<file path="src/rtl/mash_ncnet_pipe_if.sv">
// Sample-side bus of the MASH noise-cancelling network: per-sample strobes,
// order select and carry vector in, combined signed output and valid out.
interface mash_ncnet_pipe_if #(
  parameter int P_STAGES    = 3,
  parameter int P_OUT_WIDTH = 4
);
  localparam int P_ORD_W = $clog2(P_STAGES + 1);

  logic                          i_en;
  logic                          i_clr;
  logic [P_ORD_W-1:0]            i_order;
  logic [P_STAGES-1:0]           i_carry;
  logic signed [P_OUT_WIDTH-1:0] o_y;
  logic                          o_valid;

  modport master (
    output i_en, i_clr, i_order, i_carry,
    input  o_y, o_valid
  );

  modport slave (
    input  i_en, i_clr, i_order, i_carry,
    output o_y, o_valid
  );
endinterface

</file>
<file path="src/rtl/mash_ncnet_pipe.sv">
// Registered MASH noise-cancelling network: y = sum_k (1-z^-1)^(k-1) * c_k
// over P_STAGES accumulator carries, with runtime order select. The network
// is evaluated as a nested chain t_k = c_k + t_(k+1) - t_(k+1)[n-1], so each
// stage needs one difference register holding last sample's t_(k+1).
module mash_ncnet_pipe #(
  parameter int P_STAGES    = 3,
  parameter int P_OUT_WIDTH = 4
) (
  input  logic              i_clk,
  input  logic              i_rst_n,
  mash_ncnet_pipe_if.slave  bus
);

  localparam int P_ORD_W = $clog2(P_STAGES + 1);
  // diff_q[j] holds the previous t of stage j+2; at least one entry so that
  // a single-stage build still elaborates.
  localparam int P_ND    = (P_STAGES > 1) ? P_STAGES - 1 : 1;

  generate
    if (P_STAGES < 1 || P_STAGES > 6) begin : g_bad_stages
      $error("mash_ncnet_pipe: P_STAGES must be in 1..6");
    end
    if (P_OUT_WIDTH < P_STAGES + 1) begin : g_bad_width
      $error("mash_ncnet_pipe: P_OUT_WIDTH must be >= P_STAGES+1");
    end
  endgenerate

  logic [P_ORD_W-1:0]            order_eff;
  logic [P_STAGES-1:0]           carry_m;
  logic signed [P_OUT_WIDTH-1:0] t [P_STAGES];

  logic signed [P_OUT_WIDTH-1:0] diff_q [P_ND];
  logic signed [P_OUT_WIDTH-1:0] diff_d [P_ND];
  logic signed [P_OUT_WIDTH-1:0] y_q, y_d;
  logic                          valid_q, valid_d;

  // Clamp the requested order into 1..P_STAGES and mask carries above it.
  // Masked stages then feed zeros into their difference registers, so a
  // lower order takes effect without flushing.
  always_comb begin
    order_eff = bus.i_order;
    if (bus.i_order == '0) begin
      order_eff = P_ORD_W'(1);
    end else if (int'(bus.i_order) > P_STAGES) begin
      order_eff = P_ORD_W'(P_STAGES);
    end
    carry_m = '0;
    for (int k = 0; k < P_STAGES; k++) begin
      carry_m[k] = (k < int'(order_eff)) ? bus.i_carry[k] : 1'b0;
    end
  end

  // Nested differencing chain from the last stage down to the first.
  always_comb begin
    for (int k = 0; k < P_STAGES; k++) begin
      t[k] = '0;
    end
    t[P_STAGES-1] = {{(P_OUT_WIDTH-1){1'b0}}, carry_m[P_STAGES-1]};
    for (int k = P_STAGES - 2; k >= 0; k--) begin
      t[k] = {{(P_OUT_WIDTH-1){1'b0}}, carry_m[k]} + t[k+1] - diff_q[k];
    end
  end

  // Next state: clear beats enable; an enabled sample captures the chain.
  always_comb begin
    diff_d  = diff_q;
    y_d     = y_q;
    valid_d = 1'b0;
    if (bus.i_clr) begin
      for (int j = 0; j < P_ND; j++) begin
        diff_d[j] = '0;
      end
      y_d = '0;
    end else if (bus.i_en) begin
      for (int j = 0; j < P_STAGES - 1; j++) begin
        diff_d[j] = t[j+1];
      end
      y_d     = t[0];
      valid_d = 1'b1;
    end
  end

  // State registers with asynchronous active-low reset.
  always_ff @(posedge i_clk or negedge i_rst_n) begin
    if (!i_rst_n) begin
      for (int j = 0; j < P_ND; j++) begin
        diff_q[j] <= '0;
      end
      y_q     <= '0;
      valid_q <= 1'b0;
    end else begin
      diff_q  <= diff_d;
      y_q     <= y_d;
      valid_q <= valid_d;
    end
  end

  assign bus.o_y     = y_q;
  assign bus.o_valid = valid_q;

endmodule

</file>
<file path="src/flat_wrapper.sv">
// flat-port wrapper written by rule: the top's interface ports become plain ports
module mash_ncnet_pipe_flat 
#(
  parameter int P_STAGES    = 3,
  parameter int P_OUT_WIDTH = 4
)
  (i_clk, i_rst_n, bus_i_en, bus_i_clr, bus_i_order, bus_i_carry, bus_o_y, bus_o_valid);
  mash_ncnet_pipe_if #(.P_STAGES(P_STAGES), .P_OUT_WIDTH(P_OUT_WIDTH)) bus_i ();
  input  logic i_clk;
  input  logic i_rst_n;
  input wire logic [$bits(bus_i.i_en)-1:0] bus_i_en;
  input wire logic [$bits(bus_i.i_clr)-1:0] bus_i_clr;
  input wire logic [$bits(bus_i.i_order)-1:0] bus_i_order;
  input wire logic [$bits(bus_i.i_carry)-1:0] bus_i_carry;
  output wire logic [$bits(bus_i.o_y)-1:0] bus_o_y;
  output wire logic [$bits(bus_i.o_valid)-1:0] bus_o_valid;
  assign bus_i.i_en = bus_i_en;
  assign bus_i.i_clr = bus_i_clr;
  assign bus_i.i_order = bus_i_order;
  assign bus_i.i_carry = bus_i_carry;
  assign bus_o_y = bus_i.o_y;
  assign bus_o_valid = bus_i.o_valid;
  mash_ncnet_pipe #(.P_STAGES(P_STAGES), .P_OUT_WIDTH(P_OUT_WIDTH)) u_core (.i_clk(i_clk), .i_rst_n(i_rst_n), .bus(bus_i));
endmodule
</file>
<file path="config.mk">
export PLATFORM = sky130hd
export DESIGN_NAME = mash_ncnet_pipe_flat
export DESIGN_NICKNAME = d
export VERILOG_FILES = /design/src/rtl/mash_ncnet_pipe_if.sv /design/src/rtl/mash_ncnet_pipe.sv /design/src/flat_wrapper.sv
export SDC_FILE = /design/constraint.sdc
export NUM_CORES = 1
export LEC_CHECK = 0
export ABC_AREA = 1
export CORE_AREA = 2 2 39 41
export CTS_BUF_LIST = sky130_fd_sc_hd__clkbuf_8
export DETAILED_ROUTE_END_ITERATION = 8
export DIE_AREA = 0 0 41 43
export GPL_TIMING_DRIVEN = 0
export PLACE_DENSITY = 0.69
export SYNTH_ARGS = -nofsm -noshare
export SYNTH_HDL_FRONTEND = slang
export SYNTH_SLANG_ARGS = --single-unit
</file>
<file path="constraint.sdc">
create_clock -name i_clk -period 2.6 [get_ports i_clk]
set_clock_uncertainty 0.05 [all_clocks]
set_input_delay 0.39 -clock i_clk [delete_from_list [all_inputs] [get_ports i_clk]]
set_output_delay 0.39 -clock i_clk [all_outputs]
set_load 0.03 [all_outputs]
</file>
==> results of run 1 <==
## cell type report
class	count	share of cell area (%)
Clock buffer	3	4.97
Clock inverter	1	0.452
Inverter	19	8.58
Multi-Input combinational cell	38	39.3
Sequential cell	9	27.1
Tap cell	16	2.41
Timing Repair Buffer	14	17.2
## synth_stat cells, drive strengths merged
cell    n
a21oi   1
a22o    2
dfrtp   9
fa      1
ha      9
inv    19
nand2  12
nand3   5
nor2    2
o21ai   5
o22ai   1
## critical path, cell delays in order
cell,delay (ns)
clkdlybuf4s50_1,0.41
nand3_2,0.09
inv_1,0.04
ha_1,0.26
inv_1,0.04
ha_2,0.17
ha_4,0.27
inv_2,0.04
ha_4,0.26
fa_1,0.41
a22o_1,0.21
## sequential cells by signal, indices dropped and copies added (netlist names)
name and count:
u_core.bus.o_y 4, u_core.diff_q 4, u_core.bus.o_valid 1
## where the power goes
part           internal [mW]  switching (mW)
sequential             0.148         0.00356
combinational         0.0427          0.0464
clock                  0.103          0.0604
## logic make-up after synthesis
family                     Yosys count  share of synthesized area, %
AOI/OAI and AO/OA                    9                          10.6
adders and majority gates           10                          22.9
and+or+nand+nor                     19                          15.2
DFF                                  9                          39.0
buffers and inverters               19                          12.3
## per-stage QoR
stage | TNS, ns | setup WS [ns] | instance area [um2]
2_1_floorplan | 0 | 0.131 | 578
3_3_place_gp | -0.966 | -0.377 | 728
3_5_place_dp | -1.03 | -0.394 | 728
4_1_cts | 0 | 0.0351 | 813
5_1_grt | 0 | 0.00157 | 831
6_report | 0 | 0.0742 | 831
## worst min-delay path by stage
| stage | to | slack [ns] | cells after the start |
|---|---|---|---|
| after floorplan | u_core.bus.o_valid$_DFF_PN0_ | 0.04 | 0 |
| after global placement | u_core.bus.o_y[3]$_DFFE_PN0P_ | 0.42 | 2 |
| after detailed placement | u_core.bus.o_y[3]$_DFFE_PN0P_ | 0.43 | 2 |
| after CTS | u_core.bus.o_y[3]$_DFFE_PN0P_ | 0.42 | 1 |
| after global routing | u_core.bus.o_y[3]$_DFFE_PN0P_ | 0.46 | 1 |
| final | u_core.diff_q[6]$_DFFE_PN0P_ | 0.40 | 1 |
## routing by layer
metal	wire (um)	track usage [%]
met2	523	25.9
met3	42	4.71
met1	496	18.9
met4	36	10.0
met5	0	0
## repair_timing
| item | in CTS | in global routing |
|---|---|---|
| endpoints found under the setup margin | 3 | 3 |
| pin swaps | 0 | 2 |
| setup buffers | 1 | 0 |
| gates resized for setup | 5 | 3 |
==> flow_metrics.env, run 1 <==
export IMPL_outcome="completed"
export IMPL_fin_crit_sh_pct=97.1
export IMPL_slew_headroom_pct=72.9
export IMPL_synth_top_area_cell="dfrtp_1"
export IMPL_hp_class="primary input to asynchronous set/reset pin"
export IMPL_fin_crit_ns=2.53
export IMPL_worstSetupStartpointType="primary input"
export IMPL_fin_util_pct=60.0
export IMPL_drv_slew=0
export IMPL_dr_first_iter_drc_count=3
export IMPL_port_buffers=13
export IMPL_die_width_um=41
export IMPL_crit_path_end="u_core.bus.o_y[1]$_DFFE_PN0P_"
export IMPL_drive_gt1_share_pct=21.4
export IMPL_final_cell_mix="inv_1 (15), nand2_1 (11), clkdlybuf4s50_1 (11)"
export IMPL_vias=477
export IMPL_end_kind="flip-flop"
export IMPL_finalPower_mw=0.404
export IMPL_synth_area_leaders="dfrtp_1 (39%), ha_1 (19%), inv_1 (9.7%), nand2_1 (7.1%), nand3_1 (4.3%)"
export IMPL_antennaDiodeCount=0
export IMPL_drt_pass1_iterations=4
export IMPL_powerDensity_nw_per_um2=486
export IMPL_wl_per_cell_um=11.0
export IMPL_ys_types=15
export IMPL_multiInputGateArea_um2=327
export IMPL_viasPerCell=4.77
export IMPL_cts_tree="built"
export IMPL_synth_warnings=0
export IMPL_fillers=118
export IMPL_cts_sinks=9
export IMPL_holdBufCountCts=0
export IMPL_finalHoldViolations=0
export IMPL_htreeDepth=1
export IMPL_dieArea_um2=1760
export IMPL_fmax_mhz=396
export IMPL_ioPinCount=14
export IMPL_ys_seq_elements=9
export IMPL_maxCapViolations=0
export IMPL_grt_pass1_wl_um=1970
export IMPL_grt_use_total_pct=16.6
export IMPL_crit_start="bus_i_carry[2]"
export IMPL_cts_root_buffer="clkbuf_8"
export IMPL_num_nets_final=104
export IMPL_synth_avg_cell_area_um2=8.76
export IMPL_r2r_start="u_core.diff_q[0]$_DFFE_PN0P_"
export IMPL_worstMarginPinSlew_ns=0.405
export IMPL_whs_ns=0.402
export IMPL_areaGrowthSynthToFinish_pct=43.7
export IMPL_worstPathArrival_ns=2.60
export IMPL_cp_max_fo=2
export IMPL_die_h_um=43
export IMPL_insertion_delay_ns=0.23
export IMPL_grt_overflow_total=0
export IMPL_cts_buffers=3
export IMPL_antenna_found_initial=0
export IMPL_wl_um=1100
export IMPL_clk_pin_slew_worst_paths_ns=0.05
export IMPL_clock_tree_buffer_depth=2
export IMPL_rsz0062_at_grt="no"
export IMPL_synth_top_cell_area_share_pct=39.0
export IMPL_syn_inst=66
export IMPL_p_leak_nw=0.430
export IMPL_gp_congestion=0.740
export IMPL_reg2reg_slack_ns=0.67
export IMPL_coreArea_um2=1380
export IMPL_ant_nets=0
export IMPL_seqCellArea_um2=225
export IMPL_final_common_cell="inv_1"
export IMPL_rows=14
export IMPL_setup_viol=0
export IMPL_dp_hpwl_um=806
export IMPL_grt_max_degree=10
export IMPL_required_ns=2.67
export IMPL_synth_area_um2=578
export IMPL_worst_setup_path_type="primary input to flip-flop"
export IMPL_dp_cells=95
export IMPL_grt_pass1_vias=510
export IMPL_finalNonFillerCells=100
export IMPL_worst_r2r_endpoint="u_core.bus.o_y[1]$_DFFE_PN0P_"
export IMPL_reg2reg_depth=6
export IMPL_ir_drop_mv=0.336
export IMPL_start_util_pct=41.8
export IMPL_synth_nets=85
export IMPL_yosysSeqAreaShare_pct=39.0
export IMPL_drc=0
Power figures use the tool's default switching activity.
==> inputs of run 2 (changes only) <==
Settings changed: CELL_PAD_IN_SITES_DETAIL_PLACEMENT set to 0, CELL_PAD_IN_SITES_GLOBAL_PLACEMENT set to 1, CORE_AREA 2 2 39 41 to unset, CORE_MARGIN set to 1.5, CORE_UTILIZATION set to 36, DIE_AREA 0 0 41 43 to unset, PLACE_DENSITY 0.69 to 0.76, REMOVE_ABC_BUFFERS set to 1.
==> run 2 against run 1 <==
  * First-iteration DRC count shrank 33%
  * Sequential share of layout area fell by 0.72 points
  * Combinational power grew 4.5%
  * Utilization decreased by 3.4 points
  * Highest routed layer unchanged
==> flow_metrics.env, run 2 (synthesized netlist as in run 1, its figures left out) <==
export IMPL_outcome="completed"
export IMPL_rsz0062_at_grt="no"
export IMPL_slew_headroom_pct=71.4
export IMPL_required_ns=2.66
export IMPL_clk_pin_slew_worst_paths_ns=0.05
export IMPL_reg2reg_slack_ns=0.67
export IMPL_insertion_delay_ns=0.23
export IMPL_worst_r2r_endpoint="u_core.bus.o_y[1]$_DFFE_PN0P_"
export IMPL_cts_root_buffer="clkbuf_8"
export IMPL_drive_gt1_share_pct=23.5
export IMPL_areaGrowthSynthToFinish_pct=47.6
export IMPL_drc=0
export IMPL_p_leak_nw=0.444
export IMPL_cp_max_fo=2
export IMPL_reg2reg_depth=6
export IMPL_htreeDepth=1
export IMPL_worstSetupStartpointType="primary input"
export IMPL_grt_pass1_vias=499
export IMPL_worstPathArrival_ns=2.55
export IMPL_ant_nets=0
export IMPL_antenna_found_initial=0
export IMPL_num_nets_final=105
export IMPL_end_kind="flip-flop"
export IMPL_ir_drop_mv=0.555
export IMPL_dieArea_um2=1860
export IMPL_dr_first_iter_drc_count=2
export IMPL_final_cell_mix="inv_1 (15), nand2_1 (11), clkdlybuf4s50_1 (10)"
export IMPL_multiInputGateArea_um2=339
export IMPL_port_buffers=13
export IMPL_fillers=146
export IMPL_cts_tree="built"
export IMPL_worstMarginPinSlew_ns=0.428
export IMPL_antennaDiodeCount=0
export IMPL_fin_util_pct=56.6
export IMPL_viasPerCell=4.68
export IMPL_clock_tree_buffer_depth=2
export IMPL_holdBufCountCts=0
export IMPL_wl_per_cell_um=10.9
export IMPL_final_common_cell="inv_1"
export IMPL_die_width_um=43.1
export IMPL_drv_slew=0
export IMPL_cts_sinks=9
export IMPL_place_area_um2=728
export IMPL_die_h_um=43.1
export IMPL_gp_congestion=0.668
export IMPL_dp_hpwl_um=813
export IMPL_finalHoldViolations=0
export IMPL_cts_buffers=3
export IMPL_final_cell_area_um2=853
export IMPL_fmax_mhz=403
export IMPL_drt_pass1_iterations=3
export IMPL_maxCapViolations=0
export IMPL_start_util_pct=38.4
export IMPL_fin_crit_ns=2.48
export IMPL_wl_um=1100
export IMPL_setup_viol=0
export IMPL_powerDensity_nw_per_um2=466
export IMPL_r2r_start="u_core.diff_q[0]$_DFFE_PN0P_"
export IMPL_worst_setup_path_type="primary input to flip-flop"
export IMPL_ioPinCount=14
export IMPL_grt_overflow_total=0
export IMPL_grt_max_degree=10
export IMPL_vias=473
export IMPL_hp_class="primary input to asynchronous set/reset pin"
export IMPL_whs_ns=0.419
export IMPL_grt_use_total_pct=15.1
export IMPL_fin_crit_sh_pct=95.5
export IMPL_grt_pass1_wl_um=2050
export IMPL_seqCellArea_um2=225
export IMPL_rows=14
export IMPL_finalNonFillerCells=101
export IMPL_coreArea_um2=1510
export IMPL_dp_cells=95
-- run 2: changes by cell type in the layout (fill, tap and decap cells not counted) --
cell / previous run / this run
buf_4: 1 / 2
clkdlybuf4s50_1: 11 / 10
dlymetal6s2s_1: 2 / 3
fa_1: 1 / 0
fa_2: 0 / 1
ha_2: 1 / 0
ha_4: 3 / 4
-- run 2: timing repair --
action	4_1_cts	5_1_grt
gates resized for setup	5	7
pin swaps	0	2
buffers inserted	1	1
endpoints found under the setup margin	3	3
-- run 2: stage by stage --
stage	power (mW)	setup slack [ns]	TNS, ns
after floorplan	0.203	0.131	0
after global placement	0.238	-0.392	-1.02
after detailed placement	0.239	-0.403	-1.06
after CTS	0.401	0.0195	0
after global routing	0.426	0.0330	0
final	0.398	0.116	0
-- run 2: worst max path at each step --
| stage | start | end | slack [ns] | depth (start not counted) |
|---|---|---|---|---|
| finish | bus_i_carry[1] | u_core.bus.o_y[1]$_DFFE_PN0P_ | 0.12 | 11 |
| detailed placement | bus_i_order[1] | u_core.bus.o_y[1]$_DFFE_PN0P_ | -0.40 | 11 |
| global placement | bus_i_order[1] | u_core.bus.o_y[1]$_DFFE_PN0P_ | -0.39 | 11 |
| floorplan | bus_i_order[0] | u_core.bus.o_y[1]$_DFFE_PN0P_ | 0.13 | 10 |
| CTS | bus_i_order[1] | u_core.bus.o_y[1]$_DFFE_PN0P_ | 0.02 | 11 |
| global route | bus_i_carry[1] | u_core.bus.o_y[1]$_DFFE_PN0P_ | 0.03 | 11 |
-- run 2: layout make-up --
cell class / instances / area share [%]
Timing Repair Buffer: 15 / 17.9
Multi-Input combinational cell: 38 / 39.7
Clock inverter: 1 / 0.440
Clock buffer: 3 / 4.84
Sequential cell: 9 / 26.4
Tap cell: 16 / 2.35
Inverter: 19 / 8.36
-- run 2: critical path: stages --
cell and delay [ns]:
clkdlybuf4s50_1 0.39, nand2_1 0.06, inv_1 0.04, ha_1 0.26, inv_1 0.06, ha_4 0.16
ha_4 0.26, inv_2 0.04, ha_4 0.27, fa_2 0.41, a22o_1 0.21
-- run 2: layer usage --
layer / part of all wire, % / up-vias / GRT usage (%)
met2: 47 / 7 / 22.7
met1: 48 / 218 / 19.6
li1: - / 246 / -
met3: 3.6 / 2 / 6.38
met4: 1.4 / 0 / 4.85
met5: 0 / - / 0
-- run 2: where the power goes --
part,switching [mW],total [mW],internal (mW)
logic,0.0485,0.0931,0.0446
clock network,0.0506,0.153,0.102
registers,0.00361,0.152,0.148
total,0.103,0.398,0.295
